File: src/rtl/mux83_arb_pkg.sv
// Shared types and constants for the round-robin arbiter around mux83.
package mux83_arb_pkg;

    localparam int N_REQ  = 8;
    localparam int SEL_W  = 3;
    localparam int DATA_W = 8;

    typedef enum logic {
        IDLE  = 1'b0,
        GRANT = 1'b1
    } arb_state_t;

    // Turn a requester index into its one-hot grant vector.
    function automatic logic [N_REQ-1:0] idx_to_onehot(input logic [SEL_W-1:0] idx);
        logic [N_REQ-1:0] oh;
        oh      = '0;
        oh[idx] = 1'b1;
        return oh;
    endfunction

endpackage

File: src/rtl/mux83_arbiter_if.sv
// Request/data/handshake bundle between the requesters, the arbiter and the consumer.
interface mux83_arbiter_if;
    import mux83_arb_pkg::*;

    logic [N_REQ-1:0]  req;
    logic [DATA_W-1:0] din_a;
    logic [DATA_W-1:0] din_b;
    logic [DATA_W-1:0] din_c;
    logic [DATA_W-1:0] din_d;
    logic [DATA_W-1:0] din_e;
    logic [DATA_W-1:0] din_f;
    logic [DATA_W-1:0] din_g;
    logic [DATA_W-1:0] din_h;
    logic              ack;
    logic [N_REQ-1:0]  grant;
    logic [SEL_W-1:0]  sel;
    logic              valid;
    logic [DATA_W-1:0] dout;
    logic              timeout;

    // Environment side: requesters and downstream consumer.
    modport master (
        output req, din_a, din_b, din_c, din_d, din_e, din_f, din_g, din_h, ack,
        input  grant, sel, valid, dout, timeout
    );

    // Arbiter side.
    modport slave (
        input  req, din_a, din_b, din_c, din_d, din_e, din_f, din_g, din_h, ack,
        output grant, sel, valid, dout, timeout
    );

endinterface

File: src/rtl/mux83.sv
// 8-input, 8-bit selection mux shared by the requesters.
module mux83
    import mux83_arb_pkg::*;
(
    input  logic [SEL_W-1:0]  sel,
    input  logic [DATA_W-1:0] a,
    input  logic [DATA_W-1:0] b,
    input  logic [DATA_W-1:0] c,
    input  logic [DATA_W-1:0] d,
    input  logic [DATA_W-1:0] e,
    input  logic [DATA_W-1:0] f,
    input  logic [DATA_W-1:0] g,
    input  logic [DATA_W-1:0] h,
    output logic [DATA_W-1:0] y
);

    // Route the selected input straight through.
    always_comb begin
        case (sel)
            3'd0:    y = a;
            3'd1:    y = b;
            3'd2:    y = c;
            3'd3:    y = d;
            3'd4:    y = e;
            3'd5:    y = f;
            3'd6:    y = g;
            default: y = h;
        endcase
    end

endmodule

File: src/rtl/mux83_arbiter_rr_pick.sv
// Round-robin picker: first asserted request after 'last', wrapping modulo 8.
module rr_pick
    import mux83_arb_pkg::*;
(
    input  logic [N_REQ-1:0] req,
    input  logic [SEL_W-1:0] last,
    output logic             any,
    output logic [SEL_W-1:0] idx,
    output logic [N_REQ-1:0] onehot
);

    // Walk the offsets from farthest to nearest so the nearest hit after 'last' wins;
    // offset 8 wraps back to 'last' itself, giving it the lowest priority.
    always_comb begin
        logic [SEL_W-1:0] cand;
        cand = '0;
        any  = 1'b0;
        idx  = '0;
        for (int k = N_REQ; k >= 1; k--) begin
            cand = last + SEL_W'(k);
            if (req[cand]) begin
                any = 1'b1;
                idx = cand;
            end
        end
        onehot = any ? idx_to_onehot(idx) : '0;
    end

endmodule

File: src/rtl/mux83_arbiter.sv
// Round-robin arbiter driving mux83's select, with valid/ack handshake and a grant watchdog.
module mux83_arbiter
    import mux83_arb_pkg::*;
#(
    parameter int TIMEOUT = 16
) (
    input  logic            clk,
    input  logic            rst_n,
    mux83_arbiter_if.slave  bus
);

    localparam logic [7:0] TO_LAST = 8'(TIMEOUT - 1);

    arb_state_t       state_q, state_n;
    logic [N_REQ-1:0] grant_q, grant_n;
    logic [SEL_W-1:0] sel_q, sel_n;
    logic [SEL_W-1:0] last_q, last_n;
    logic             valid_q, valid_n;
    logic             timeout_q, timeout_n;
    logic [7:0]       cnt_q, cnt_n;

    logic             pick_any;
    logic [SEL_W-1:0] pick_idx;
    logic [N_REQ-1:0] pick_onehot;
    logic [SEL_W-1:0] pick_last;

    // On completion the served requester becomes 'last' on the same edge,
    // so the picker scans from the current sel while a grant is active.
    assign pick_last = (state_q == GRANT) ? sel_q : last_q;

    rr_pick u_pick (
        .req    (bus.req),
        .last   (pick_last),
        .any    (pick_any),
        .idx    (pick_idx),
        .onehot (pick_onehot)
    );

    mux83 u_mux (
        .sel (sel_q),
        .a   (bus.din_a),
        .b   (bus.din_b),
        .c   (bus.din_c),
        .d   (bus.din_d),
        .e   (bus.din_e),
        .f   (bus.din_f),
        .g   (bus.din_g),
        .h   (bus.din_h),
        .y   (bus.dout)
    );

    // State and registered outputs; reset puts requester 0 first in line.
    always_ff @(posedge clk or negedge rst_n) begin
        if (!rst_n) begin
            state_q   <= IDLE;
            grant_q   <= '0;
            sel_q     <= '0;
            last_q    <= 3'd7;
            valid_q   <= 1'b0;
            timeout_q <= 1'b0;
            cnt_q     <= '0;
        end else begin
            state_q   <= state_n;
            grant_q   <= grant_n;
            sel_q     <= sel_n;
            last_q    <= last_n;
            valid_q   <= valid_n;
            timeout_q <= timeout_n;
            cnt_q     <= cnt_n;
        end
    end

    // Arbitration, completion and watchdog decisions; ack takes precedence over expiry.
    always_comb begin
        state_n   = state_q;
        grant_n   = grant_q;
        sel_n     = sel_q;
        last_n    = last_q;
        valid_n   = valid_q;
        timeout_n = 1'b0;
        cnt_n     = cnt_q;
        case (state_q)
            IDLE: begin
                if (pick_any) begin
                    state_n = GRANT;
                    grant_n = pick_onehot;
                    sel_n   = pick_idx;
                    valid_n = 1'b1;
                    cnt_n   = '0;
                end
            end
            GRANT: begin
                if (bus.ack) begin
                    last_n = sel_q;
                    cnt_n  = '0;
                    if (pick_any) begin
                        grant_n = pick_onehot;
                        sel_n   = pick_idx;
                        valid_n = 1'b1;
                    end else begin
                        state_n = IDLE;
                        grant_n = '0;
                        valid_n = 1'b0;
                    end
                end else if (cnt_q == TO_LAST) begin
                    last_n    = sel_q;
                    timeout_n = 1'b1;
                    state_n   = IDLE;
                    grant_n   = '0;
                    valid_n   = 1'b0;
                    cnt_n     = '0;
                end else begin
                    cnt_n = cnt_q + 8'd1;
                end
            end
            default: begin
                state_n = IDLE;
                grant_n = '0;
                valid_n = 1'b0;
            end
        endcase
    end

    // Present the registered state on the bus.
    always_comb begin
        bus.grant   = grant_q;
        bus.sel     = sel_q;
        bus.valid   = valid_q;
        bus.timeout = timeout_q;
    end

endmodule

File: src/flat_wrapper.sv
// flat-port wrapper written by rule: the top's interface ports become plain ports
module mux83_arbiter_flat import mux83_arb_pkg::*;
#(
    parameter int TIMEOUT = 16
)
  (clk, rst_n, bus_req, bus_din_a, bus_din_b, bus_din_c, bus_din_d, bus_din_e, bus_din_f, bus_din_g, bus_din_h, bus_ack, bus_grant, bus_sel, bus_valid, bus_dout, bus_timeout);
  mux83_arbiter_if bus_i ();
  input  logic clk;
  input  logic rst_n;
  input wire logic [$bits(bus_i.req)-1:0] bus_req;
  input wire logic [$bits(bus_i.din_a)-1:0] bus_din_a;
  input wire logic [$bits(bus_i.din_b)-1:0] bus_din_b;
  input wire logic [$bits(bus_i.din_c)-1:0] bus_din_c;
  input wire logic [$bits(bus_i.din_d)-1:0] bus_din_d;
  input wire logic [$bits(bus_i.din_e)-1:0] bus_din_e;
  input wire logic [$bits(bus_i.din_f)-1:0] bus_din_f;
  input wire logic [$bits(bus_i.din_g)-1:0] bus_din_g;
  input wire logic [$bits(bus_i.din_h)-1:0] bus_din_h;
  input wire logic [$bits(bus_i.ack)-1:0] bus_ack;
  output wire logic [$bits(bus_i.grant)-1:0] bus_grant;
  output wire logic [$bits(bus_i.sel)-1:0] bus_sel;
  output wire logic [$bits(bus_i.valid)-1:0] bus_valid;
  output wire logic [$bits(bus_i.dout)-1:0] bus_dout;
  output wire logic [$bits(bus_i.timeout)-1:0] bus_timeout;
  assign bus_i.req = bus_req;
  assign bus_i.din_a = bus_din_a;
  assign bus_i.din_b = bus_din_b;
  assign bus_i.din_c = bus_din_c;
  assign bus_i.din_d = bus_din_d;
  assign bus_i.din_e = bus_din_e;
  assign bus_i.din_f = bus_din_f;
  assign bus_i.din_g = bus_din_g;
  assign bus_i.din_h = bus_din_h;
  assign bus_i.ack = bus_ack;
  assign bus_grant = bus_i.grant;
  assign bus_sel = bus_i.sel;
  assign bus_valid = bus_i.valid;
  assign bus_dout = bus_i.dout;
  assign bus_timeout = bus_i.timeout;
  mux83_arbiter #(.TIMEOUT(TIMEOUT)) u_core (.clk(clk), .rst_n(rst_n), .bus(bus_i));
endmodule
File: config.mk
export PLATFORM = sky130hd
export DESIGN_NAME = mux83_arbiter_flat
export DESIGN_NICKNAME = d
export VERILOG_FILES = /design/src/rtl/mux83_arb_pkg.sv /design/src/rtl/mux83_arbiter_if.sv /design/src/rtl/mux83.sv /design/src/rtl/mux83_arbiter_rr_pick.sv /design/src/rtl/mux83_arbiter.sv /design/src/flat_wrapper.sv
export SDC_FILE = /design/constraint.sdc
export NUM_CORES = 1
export LEC_CHECK = 0
export BUFFER_PORTS_ARGS = -buffer_cell sky130_fd_sc_hd__buf_2
export CAP_MARGIN = 20
export CORE_MARGIN = 3
export CORE_UTILIZATION = 45
export DETAILED_ROUTE_END_ITERATION = 8
export PLACE_DENSITY = 0.85
export SYNTH_ARGS = -nofsm -noshare
export SYNTH_HDL_FRONTEND = slang
export SYNTH_SLANG_ARGS = --single-unit
File: constraint.sdc
create_clock -name clk -period 3.7 [get_ports clk]
set_input_delay 0.74 -clock clk [delete_from_list [all_inputs] [get_ports clk]]
set_output_delay 0.74 -clock clk [all_outputs]
set_load 0.02 [all_outputs]
======== Word level (Yosys, flattened, before mapping) ========
Index checks and enable logic that the tools add are counted.
operators by class
  reduce and logical (&&, ||, !) cells .... 5
  eq/ne operators ......................... 10
  shift operators ......................... 0
  $lt $le $gt $ge ......................... 10
  add/sub/neg operators ................... 8
  divide/modulo/power cells ............... 0
  mux-type cells .......................... 61
  bitwise logic cells ..................... 1
  multiply operators ...................... 0
operators with widths
  kind                 number
  $mux 8               7
  $pmux 8 s7           1
  $mux 3               13
  $lt 3x4->1 const B   9
  $pmux 8 s2           2
  $mux 1               26
  $bmux 1 s3           8
  $add 3x3->3 const B  4
  $eq 3x3->1 const B   3
  $add 8x1->8 const B  1
  $eq 8x4->1 const B   1
  $add 3x2->3 const B  2
  $eq 3x2->1 const B   2
  $pmux 3 s2           1
  $pmux 1 s2           2
  $reduce_and 2->1     2
  $add 3x1->3 const B  1
  $demux 1 s3          1
  $eq 3x1->1 const B   1
  $ge 3x1->1 const B   1
  $logic_not 3->1      1
  $ne 3x3->1 const B   1
  $ne 2x1->1 const B   1
  $ne 2x2->1 const B   1
  other kinds (3)      3
storage, ports and cells
  flip-flop bits (word level) ............. 25
  bits in latches ......................... 0
  logic and storage cells ................. 102
  memories ................................ 0
  bits in read-only memories .............. 0
  bits in writable memories ............... 0
  output and inout port bits .............. 21

======== Depth between registers and ports, before layout ========
Gate-level depths: netlist (run 1).
  depth in word-level cells ............... 18
  mapped depth ............................ 13
  mapped depth without buffers ............ 10

======== Modules after synthesis ========
From an unflattened synthesis (run 1), not the netlist that was laid out.
second synthesis, totals
  cells, all modules ...................... 282
  area total of the unflattened synthesis .. 2,653.8 um^2
by module, submodules not included
  module         seq. area each (um^2)  times used  area an instance (um^2)  cells an instance
  mux83_arbiter  629.4                  1           1,136.1                  99
  rr_pick        0.0                    1           968.4                    104
  mux83          0.0                    1           549.3                    79

======== Worst setup path after synthesis (run 1) ========
No wires, ideal clock.
  kind .................................... register to register
  from .................................... reg u_core.sel_q[1] (netlist: u_core.bus.sel[1])
  to ...................................... reg u_core.sel_q[2] (netlist: u_core.bus.sel[2])
  buffers on the path ..................... 2
  setup slack ............................. 0.178 ns
  cell stages (with the launch flop) ...... 12
  clock period less this slack ............ 3.522 ns
  data required time ...................... 3.575 ns
  arrival ................................. 3.397 ns
  cells stage by stage .................... dfrtp_1 -> buf_2 -> mux2i_1 -> inv_1 -> buf_1 -> ha_1 -> xnor2_2 -> mux4_2 -> nor2_2 -> nand4_1 -> nand2_1 -> mux2_2
between the ends
  word-level cells in the longest chain between the ends .. 14
  elaborated cells on any way between the ends .. 43
  classes of those cells .................. add/sub: 7; mux: 36
RTL lines
  item                                                    RTL line                                                  source
  start: declaration                                      mux83_arbiter.sv:16                                       logic [SEL_W-1:0] sel_q, sel_n;
  start signal: assignment                                mux83_arbiter.sv:65                                       sel_q <= sel_n;
  $mux 3 *                                                mux83_arbiter.sv:29                                       assign pick_last = (state_q == GRANT) ? sel_q : last_q;
  $add 3x3->3 or $bmux 1 s3 (tied branches)               mux83_arbiter_rr_pick.sv:20, mux83_arbiter_rr_pick.sv:21
  $bmux 1 s3 or $mux 1 (tied branches)                    mux83_arbiter_rr_pick.sv:21                               if (req[cand]) begin
  $mux 1 (implied by the code) or $mux 3 (tied branches)  mux83_arbiter_rr_pick.sv:21
  $mux 3 or $mux 1 (tied branches) (7 in series)          mux83_arbiter_rr_pick.sv:21
  $mux 3 *                                                mux83_arbiter.sv:84, mux83_arbiter.sv:96
  $mux 3                                                  mux83_arbiter.sv:93                                       if (bus.ack) begin
  $pmux 3 s2 *                                            mux83_arbiter.sv:82                                       case (state_q)
Mark *: on every way between the ends. The rest lies on a longest branch, timed or not. The select of a mux whose other input is x is not followed.
A chain may end at the register's enable or synchronous reset.

======== Worst setup path in the final report (run 1) ========
  from .................................... reg u_core.state_q
  to ...................................... reg u_core.sel_q[2] (netlist: u_core.bus.sel[2])
between the ends
  word-level cells in the longest chain between the ends .. 14
  elaborated cells on any way between the ends .. 45
  classes of those cells .................. add/sub: 7; eq/ne: 1; mux: 36; bitwise: 1
RTL lines
  item                                                    RTL line                                                  source
  start: declaration                                      mux83_arbiter.sv:14                                       arb_state_t state_q, state_n;
  start signal: assignment                                mux83_arbiter.sv:63                                       state_q <= state_n;
  $mux 3                                                  mux83_arbiter.sv:29
  $add 3x3->3 or $bmux 1 s3 (tied branches)               mux83_arbiter_rr_pick.sv:20, mux83_arbiter_rr_pick.sv:21
  $bmux 1 s3 or $mux 1 (tied branches)                    mux83_arbiter_rr_pick.sv:21
  $mux 1 (implied by the code) or $mux 3 (tied branches)  mux83_arbiter_rr_pick.sv:21
  $mux 3 or $mux 1 (tied branches) (7 in series)          mux83_arbiter_rr_pick.sv:21
  $mux 3                                                  mux83_arbiter.sv:84, mux83_arbiter.sv:96
  $mux 3                                                  mux83_arbiter.sv:93
  $pmux 3 s2                                              mux83_arbiter.sv:82
Several ways; a longest one is shown, not always the timed one. The select of a mux whose other input is x is not followed.

==> results.json, run 1 <==
{
  "outcome": "finished clean",
  "cts_buffers": 3,
  "grt_use_total_pct": 21.8,
  "multiInputGateArea_um2": 1850,
  "fin_crit_sh_pct": 92.5,
  "grt_pass1_wl_um": 11500,
  "startpoint": "u_core.state_q",
  "areaGrowthSynthToFinish_pct": 23.1,
  "regToRegSetupSlack_ns": 0.28,
  "r2r_end": "u_core.bus.sel[2]",
  "ir_drop_uv": 695,
  "gp_congestion": 0.915,
  "antenna_found_initial": 0,
  "wl_per_cell_um": 16.9,
  "hp-class": "input pin to async pin",
  "worstReg2RegStart": "u_core.state_q",
  "worstPathMaxFanout": 9,
  "powerDensity_nw_per_um2": 994,
  "syn_avg_cell_area_um2": 9.45,
  "required_ns": 3.86,
  "setup_viol": 0,
  "drv_slew": 0,
  "syn_nets": 350,
  "place_area_um2": 3110,
  "initial_utilization_pct": 48.5,
  "antenna_cells": 0,
  "crit_type": "flop to flop",
  "hold_buffers": 0,
  "clk_path_buf_depth": 2,
  "leakage_nw": 1.44,
  "fill_cells": 449,
  "min_period_ns": 3.42,
  "yosys_warnings": 0,
  "clock_sinks": 25,
  "fin_nets": 442,
  "via_count": 2607,
  "drc_errors": 0,
  "clk_pin_slew_ns": 0.08,
  "cts_max_level": 1,
  "layout_common_cells": "buf_2 (95), nand2_1 (40), o21ai_0 (31), dfrtp_1 (21), mux2_2 (19)",
  "setup_tns_ns": 0,
  "total_power_mw": 3.14,
  "worstMarginPinSlew_ns": 0.579,
  "yosys_register_bits": 25,
  "port_buffers": 95,
  "worst_setup_path_end_kind": "flop",
  "synth_edf_count": 0,
  "grt_start_max_net_pins": 30,
  "fmax_ghz": 0.292,
  "dieArea_um2": 6660,
  "start_kind": "flop",
  "final_cell_area_um2": 3160,
  "cts_tree": "built",
  "reg2regPathDepth": 9,
  "via_per_inst": 6.02,
  "worstSetupEndpoint": "u_core.bus.sel[2]",
  "place_hpwl_um": 5760,
  "grt_pass1_vias": 2451,
  "drt-pass1-iter-count": 4,
  "coreArea_um2": 5300,
  "routed_wl_um": 7330,
  "ys.flop_type": "dfrtp_1",
  "clock_latency_ns": 0.27,
  "async_reset_ff_share_pct": 100,
  "synth_area_um2": 2570,
  "ios": 96,
  "drive_gt1_share_pct": 43.5,
  "hold_viol": 0,
  "rows": 26,
  "seq_area_um2": 631,
  "synthesis.instances": 272,
  "holdWs_ns": 0.447,
  "yosysSeqAreaShare_pct": 24.5,
  "drv_cap": 0,
  "die_y_um": 81.6,
  "clock_skew_ns": 0.00354,
  "rsz0062_at_grt": "false",
  "clock-root-buffer": "clkbuf_8",
  "final_common_cell": "buf_2",
  "ant_nets": 0,
  "drt_iter0_drc": 151,
  "ys_types": 55,
  "die_w_um": 81.6,
  "arrival_ns": 3.58,
  "relSlewSlack_pct": 60.9,
  "gr-total-overflow": 0
}
==> worst max-delay path: stages (launching register included) <==
cell and delay (ns):
dfrtp_2 0.52, mux2i_4 0.39, inv_1 0.10, ha_1 0.29, xnor2_2 0.36, mux4_2 0.60, nor2_2 0.18, nand4_1 0.25
nand2_1 0.28, mux2_2 0.36
==> flip-flops by register name, indices dropped and copies added, names as in the netlist <==
| signal | cells |
|---|---|
| u_core.bus.grant | 8 |
| u_core.last_q | 3 |
| u_core.cnt_q | 8 |
| u_core.state_q | 1 |
| u_core.bus.sel | 3 |
| u_core.bus.valid | 1 |
| u_core.bus.timeout | 1 |
==> through the flow <==
| stage | instances | setup slack, ns | util, % |
|---|---|---|---|
| floorplan | 272 | 0.178 | - |
| finish | 433 | 0.278 | 59.7 |
| global route | 433 | 0.104 | 59.7 |
| global placement | 429 | 0.332 | 58.7 |
| CTS | 433 | 0.160 | 59.5 |
| detailed placement | 429 | 0.185 | 58.7 |
==> metal layers <==
layer  routed length, um  GRT usage [%]  vias up
li1                    -              -     1240
met1                2770           26.0     1232
met2                3840           41.2      119
met3                 589           2.74       16
met4                 135           5.32        0
met5                   0              0        -
==> kinds of logic (layout without fill, tap and decap cells) <==
kind of cell | after synthesis | in the layout | share of synthesized area, %
compound gates | 86 | 86 | 22.9
simple gates | 82 | 82 | 14.4
flops | 25 | 25 | 24.5
fa+ha+maj | 3 | 3 | 1.46
mux | 53 | 53 | 31.4
buf+inv | 19 | 110 | 3.70
xor+xnor | 4 | 4 | 1.65
==> where the power goes <==
group          internal (mW)  leakage, nW  total, mW  switching [mW]
registers              0.355        0.319      0.401          0.0467
logic                   1.11         1.10       2.58            1.47
clock network         0.0770       0.0228      0.159          0.0816
total                   1.54         1.44       3.14            1.60
==> worst min path at each step <==
stage                                    from             endpoint  slack [ns]
final                                   rst_n      u_core.cnt_q[1]        0.45
after global routing                    rst_n   u_core.bus.timeout        0.48
after CTS                               rst_n   u_core.bus.timeout        0.46
after detailed placement  u_core.bus.grant[6]  u_core.bus.grant[6]        0.46
after global placement    u_core.bus.grant[6]  u_core.bus.grant[6]        0.46
after floorplan                         rst_n  u_core.bus.grant[0]        0.44
==> repair_timing <==
action,4_1_cts,5_1_grt
resized for setup,0,2
buffers inserted,0,0
endpoints found under the setup margin,0,8
==> cells in the mapped netlist (3+ instances only) <==
library cell,n,area share (%)
o211ai_1,3,0.88
dfstp_2,3,3.1
buf_1,3,0.44
inv_1,3,0.44
o31ai_1,8,2.3
clkbuf_1,9,1.3
a21oi_1,9,1.8
mux2i_1,13,5.1
a211oi_1,6,1.8
ha_1,3,1.5
nand2b_1,4,0.97
nand2_1,40,5.8
o21ai_0,31,6.0
a22o_1,5,1.7
buf_6,3,1.3
nor3_1,4,0.78
nor2_1,16,2.3
and3_1,4,0.97
dfrtp_1,22,21
mux4_2,18,16
mux2_2,19,8.3
==> cell type report <==
cell class                      count  share of cell area, %
Inverter                            3                  0.356
Timing Repair Buffer              103                   16.9
Clock buffer                        4                   1.42
Tap cell                           70                   2.77
Sequential cell                    25                   19.9
Multi-Input combinational cell    228                   58.6
No activity file was read; power rests on OpenSTA's default activity.
==> run 2, diff against run 1 <==
- CORE_UTILIZATION: 45 -> 46
- PLACE_DENSITY: 0.85 -> 0.86
- RECOVER_POWER: default -> 100
- SYNTH_HIERARCHICAL: default -> 1
==> run 2 against run 1 <==
Final area increased by 0.28%; first-iteration DRC count down 27%; area after synthesis up 3.2%; critical path depth down 3; setup slack worse by 0.096 ns; synthesized cell count increased by 3.7%; final cell count increased by 2.5%; global-route usage rose by 0.10 points; fmax decreased by 2.7%; core utilization fell by 2.4 points; highest routed layer unchanged.
==> results.json, run 2 <==
{
  "outcome": "finished clean",
  "p_int_mw": 1.66,
  "synth_area_um2": 2650,
  "grt_pass1_vias": 2390,
  "relSlewSlack_pct": 14.3,
  "min_period_ns": 3.52,
  "rsz0062_at_grt": "false",
  "cts_max_level": 1,
  "slowest_stage": "clkbuf_1",
  "yosysTopAreaCellShare_pct": 20.7,
  "rows": 27,
  "clock-root-buffer": "clkbuf_8",
  "required_ns": 2.96,
  "yosysTopAreaCell": "dfrtp_1",
  "layout_setup_ws_ns": 0.183,
  "arrival_ns": 2.78,
  "yosys_register_bits": 25,
  "clk_path_buf_depth": 2,
  "setup_tns_ns": 0,
  "clock_latency_ns": 0.27,
  "syn_avg_cell_area_um2": 9.41,
  "die_y_um": 82.0,
  "cp_top_family": "buffers and inverters",
  "synthesis.instances": 282,
  "ir_drop_uv": 747,
  "clk_pin_slew_ns": 0.08,
  "setup_viol": 0,
  "worstPathMaxFanout": 26,
  "dieArea_um2": 6720,
  "power.switching_mw": 1.74,
  "gp_congestion": 0.953,
  "via_per_inst": 6.02,
  "crit_type": "flop to primary output",
  "place_area_um2": 3150,
  "antenna_found_initial": 0,
  "sequentialPowerShare_pct": 11.3,
  "powerDensity_nw_per_um2": 1070,
  "grt_start_max_net_pins": 29,
  "final_common_cell": "buf_2",
  "sw_frac_of_total_pct": 51.2,
  "path_buf_inv": 2,
  "worst_setup_path_end_kind": "primary output",
  "synth_edf_count": 0,
  "ys_top_cells_by_count": "nand2_1 (28), dfrtp_1 (22), nor2_1 (20), a21oi_1 (19), mux2_2 (14)",
  "yosys_warnings": 6,
  "syn_nets": 360,
  "place_hpwl_um": 6000,
  "drt-pass1-iter-count": 5,
  "final_util_pct": 57.3,
  "clock_sinks": 25,
  "fmax_ghz": 0.284,
  "port_buffers": 95,
  "total_power_mw": 3.40,
  "fin_nets": 451,
  "path_cells": "clkbuf_1, nor2_1, a221oi_1, a21oi_1, o22a_1, clkbuf_2",
  "ios": 96,
  "final_cell_area_um2": 3170,
  "routed_wl_um": 7750,
  "yosysSeqAreaShare_pct": 23.7,
  "clkPwrFrac_pct": 4.6,
  "layout_common_cells": "buf_2 (76), nand2_1 (28), dfrtp_1 (22), nor2_1 (20), a21oi_1 (19)",
  "slowest_delay_ns": 0.90,
  "synth.most_common_cell": "nand2_1",
  "areaGrowthSynthToFinish_pct": 19.6,
  "antenna_cells": 0,
  "ys.flop_type": "dfrtp_1",
  "initial_utilization_pct": 47.9,
  "ant_nets": 0,
  "hold_viol": 0,
  "ys_types": 62,
  "hp-class": "flop to flop",
  "drive_gt1_share_pct": 35.5,
  "grt_pass1_wl_um": 11500,
  "drv_cap": 0,
  "coreArea_um2": 5540,
  "fin_crit_sh_pct": 95.1,
  "clock_skew_ns": 0.00601,
  "p_comb_share_pct": 84.1,
  "worstMarginPinSlew_ns": 1.29,
  "leakage_nw": 1.37,
  "drt_iter0_drc": 110,
  "async_reset_ff_share_pct": 100,
  "die_w_um": 82.0,
  "gr-total-overflow": 0,
  "ys_top_cells_by_area": "dfrtp_1 (21%), mux4_2 (6.8%), mux4_1 (5.9%)",
  "grt_use_total_pct": 21.9,
  "cts_buffers": 3,
  "wl_per_cell_um": 17.5,
  "start_kind": "flop",
  "drv_slew": 0,
  "place_ws_ns": 0.196,
  "cts_tree": "built",
  "via_count": 2675,
  "drc_errors": 0
}
[run 2: cell types whose count changed in the layout (fill, tap and decap cells not counted), moves of 6 or more]
cell and delta:
o22a_1 +6, mux2_2 -6, clkbuf_1 +16, o31ai_1 -6
a21oi_1 +10, buf_2 -19, o21ai_0 -23, mux4_2 -9
nand2_1 -12, nor2b_1 +6, a221oi_1 +12
[run 2: cells by family after synthesis]
logic type	count (synthesis)	synth area share, %
AND/OR/NAND/NOR	93	18.2
AO/OA/AOI/OAI	89	24.5
multiplexers	40	23.8
flip-flops	25	23.7
buffers and inverters	23	5.52
XOR/XNOR	9	2.97
adder cells (fa/ha/maj)	3	1.41
[run 2: area by class of cell]
class                   instances  area [um^2]
flip-flops and latches         25          629
repair buffers                105          522
multi-input cells             234         1870
fillers                       491         2370
clock inverters                 1         5.00
clock buffers                   3         41.3
inverters                       4         15.0
well taps                      72         90.1
[run 2: layer usage]
layer	vias up	GRT usage, %	share of wire (%)
li1	1267	-	-
met1	1271	29.0	41
met2	131	39.3	49
met3	6	1.64	8.5
met4	0	3.99	0.77
met5	-	0	0
[run 2: stage by stage]
stage,hold WS (ns),cells
final,0.484,444
after global routing,0.517,444
after global placement,0.460,438
after detailed placement,0.465,438
after floorplan,0.444,282
after CTS,0.456,442
[run 2: path summary, 6_finish.rpt]
path,to,from,slack (ns),cells past startpoint
worst max-delay path,bus_dout[0],u_core/bus.sel[0],0.18,6
worst min-delay path,u_core/bus.valid,u_core/bus.valid,0.48,1
worst max register to register,u_core/bus.grant[4],u_core/last_q[0],0.19,12
worst min register to register,u_core/bus.valid,u_core/bus.valid,0.48,1
max in group asynchronous,u_core/state_q,rst_n,2.21,1
min in group asynchronous,u_core/cnt_q[2],rst_n,0.73,1
[run 2: what timing repair did]
item,CTS,global route
setup buffers,0,2
setup endpoints to repair,0,9
hold buffers,0,0
resized for setup,0,1
[run 2: power groups by stage]
stage	sequential, mW	combinational (mW)	clock (mW)
after detailed placement	0.389	2.85	0
after global placement	0.386	2.77	0
after CTS	0.385	2.85	0.164
after global routing	0.391	3.09	0.170
after floorplan	0.439	2.22	0
final	0.384	2.86	0.157
==> run 3, diff against run 2 <==
- CORE_UTILIZATION: 46 -> 50
- PLACE_DENSITY: 0.86 -> 0.88
- clock period: 3.7 -> 3.9 ns (I/O delays scaled with it)
==> run 3 against run 2 <==
Routed wire length decreased by 2.5%; flip-flop and latch count unchanged; first-iteration DRC count increased by 13%; clock power decreased by 4%; largest cell class unchanged; largest power group unchanged.
==> results.json, run 3 (synthesis results as in run 2) <==
{
  "outcome": "finished clean",
  "critPathMostFrequentCell": "a21oi_1",
  "slowest_delay_ns": 0.68,
  "drt-pass1-iter-count": 4,
  "hold_depth": 1,
  "drv_slew": 0,
  "grt_start_max_net_pins": 29,
  "drc_errors": 0,
  "gp_congestion": 0.888,
  "relSlewSlack_pct": 12.4,
  "holdWs_ns": 0.490,
  "wl_met2_um": 3760,
  "drive_gt1_share_pct": 34.2,
  "clk_pin_slew_ns": 0.08,
  "initial_utilization_pct": 54.0,
  "hold_buffers": 0,
  "via_per_inst": 6.11,
  "via_count": 2677,
  "final_util_pct": 64.1,
  "hold_viol": 0,
  "cts_tree": "built",
  "regToRegSetupSlack_ns": 0.19,
  "routed_wl_um": 7560,
  "worst_setup_path_end_kind": "flop",
  "gr-total-overflow": 0,
  "multiInputGateArea_um2": 1870,
  "clock-root-buffer": "clkbuf_8",
  "cp.depth": 12,
  "cp_top_family": "multiplexers",
  "arrival_ns": 3.91,
  "startpoint": "u_core/state_q",
  "rows": 25,
  "min_period_ns": 3.71,
  "cts_max_level": 1,
  "start_kind": "flop",
  "clock_skew_ns": 0.00374,
  "place_ws_ns": 0.177,
  "fill_cells": 412,
  "total_power_mw": 3.23,
  "path_buf_inv": 1,
  "wl_met3_um": 786,
  "fin_crit_sh_pct": 95.1,
  "drv_cap": 0,
  "dieArea_um2": 6220,
  "ios": 96,
  "setup_viol": 0,
  "grt_pass1_vias": 2432,
  "ant_nets": 0,
  "areaGrowthSynthToFinish_pct": 18.5,
  "final_common_cell": "buf_2",
  "required_ns": 4.10,
  "coreArea_um2": 4910,
  "antenna_cells": 0,
  "layout_setup_ws_ns": 0.193,
  "clock_sinks": 25,
  "fmax_ghz": 0.270,
  "placedCellCount": 432,
  "wl_per_cell_um": 17.3,
  "met1_length_um": 2920,
  "drt_iter0_drc": 124,
  "grt_pass1_wl_um": 11600,
  "die_y_um": 78.9,
  "path_cells": "mux2_2, inv_1, ha_2, mux4_1, mux2_4, or2_1, a21oi_1, a21oi_1, or3b_1, nor2_1, nand2_1, o21ai_1",
  "worstPathMaxFanout": 10,
  "cts_buffers": 3,
  "worstMarginPinSlew_ns": 1.31,
  "leakage_nw": 1.35,
  "clock_latency_ns": 0.27,
  "seq_area_um2": 631,
  "antenna_found_initial": 0,
  "layout_common_cells": "buf_2 (77), nand2_1 (28), clkbuf_1 (22), dfrtp_1 (21), nor2_1 (20)",
  "port_buffers": 95,
  "instances_no_fill": 438,
  "worstReg2RegStart": "u_core/state_q",
  "grt_use_total_pct": 23.0,
  "ir_drop_uv": 702,
  "die_w_um": 78.9,
  "worstSetupEndpoint": "u_core/bus.grant[0]",
  "routed.top_layer": "met4",
  "r2r_end": "u_core/bus.grant[0]",
  "clk_path_buf_depth": 2,
  "slowest_stage": "mux4_1",
  "crit_type": "flop to flop",
  "powerDensity_nw_per_um2": 1030,
  "reg2regPathDepth": 12,
  "place_hpwl_um": 5770,
  "hp-class": "flop to flop",
  "fin_nets": 450
}
## run 3: stage by stage
step                      TNS [ns]  cell area [um^2]
after floorplan                  0              2650
after global placement           0              3130
after detailed placement         0              3130
after CTS                        0              3180
after global routing       -0.0424              3150
final                            0              3150
## run 3: worst min path at each step
| stage | startpoint | to |
|---|---|---|
| floorplan | rst_n | u_core/bus.grant[0] |
| detailed placement | u_core/bus.valid | u_core/bus.valid |
| finish | u_core/bus.valid | u_core/bus.valid |
| CTS | u_core/bus.valid | u_core/bus.valid |
| global placement | u_core/bus.valid | u_core/bus.valid |
| global route | u_core/bus.valid | u_core/bus.valid |
## run 3: cell type report
type                       count  area share [%]
clock buffer                   3            1.31
clock inverter                 1           0.159
inverter                       4           0.477
multi-input combinational    234            59.3
sequential                    25            20.0
tap                           67            2.67
timing repair buffer         104            16.0
## run 3: timing repair
item                                    in CTS  in global routing
gates resized for setup                      0                  3
endpoints found under the setup margin       0                 19
buffers inserted                             0                  2
endpoints found under the hold margin        0                  0
## run 3: power by group
part / switching (mW) / total [mW] / leakage, nW / internal [mW]
Sequential: 0.0328 / 0.367 / 0.319 / 0.334
Combinational: 1.56 / 2.72 / 1.01 / 1.16
Clock: 0.0796 / 0.151 / 0.0255 / 0.0714
## run 3: worst register-to-register path: stages, from the launching register on
cell	delay (ns)
dfrtp_2	0.47
mux2_2	0.37
inv_1	0.15
ha_2	0.29
mux4_1	0.68
mux2_4	0.34
or2_1	0.23
a21oi_1	0.20
a21oi_1	0.18
or3b_1	0.43
nor2_1	0.11
nand2_1	0.06
o21ai_1	0.12
## run 3: metal layers
| layer | vias up | global-route usage [%] |
|---|---|---|
| met5 | - | 0 |
| met4 | 0 | 7.04 |
| li1 | 1273 | - |
| met3 | 11 | 5.10 |
| met1 | 1255 | 30.1 |
| met2 | 138 | 37.9 |
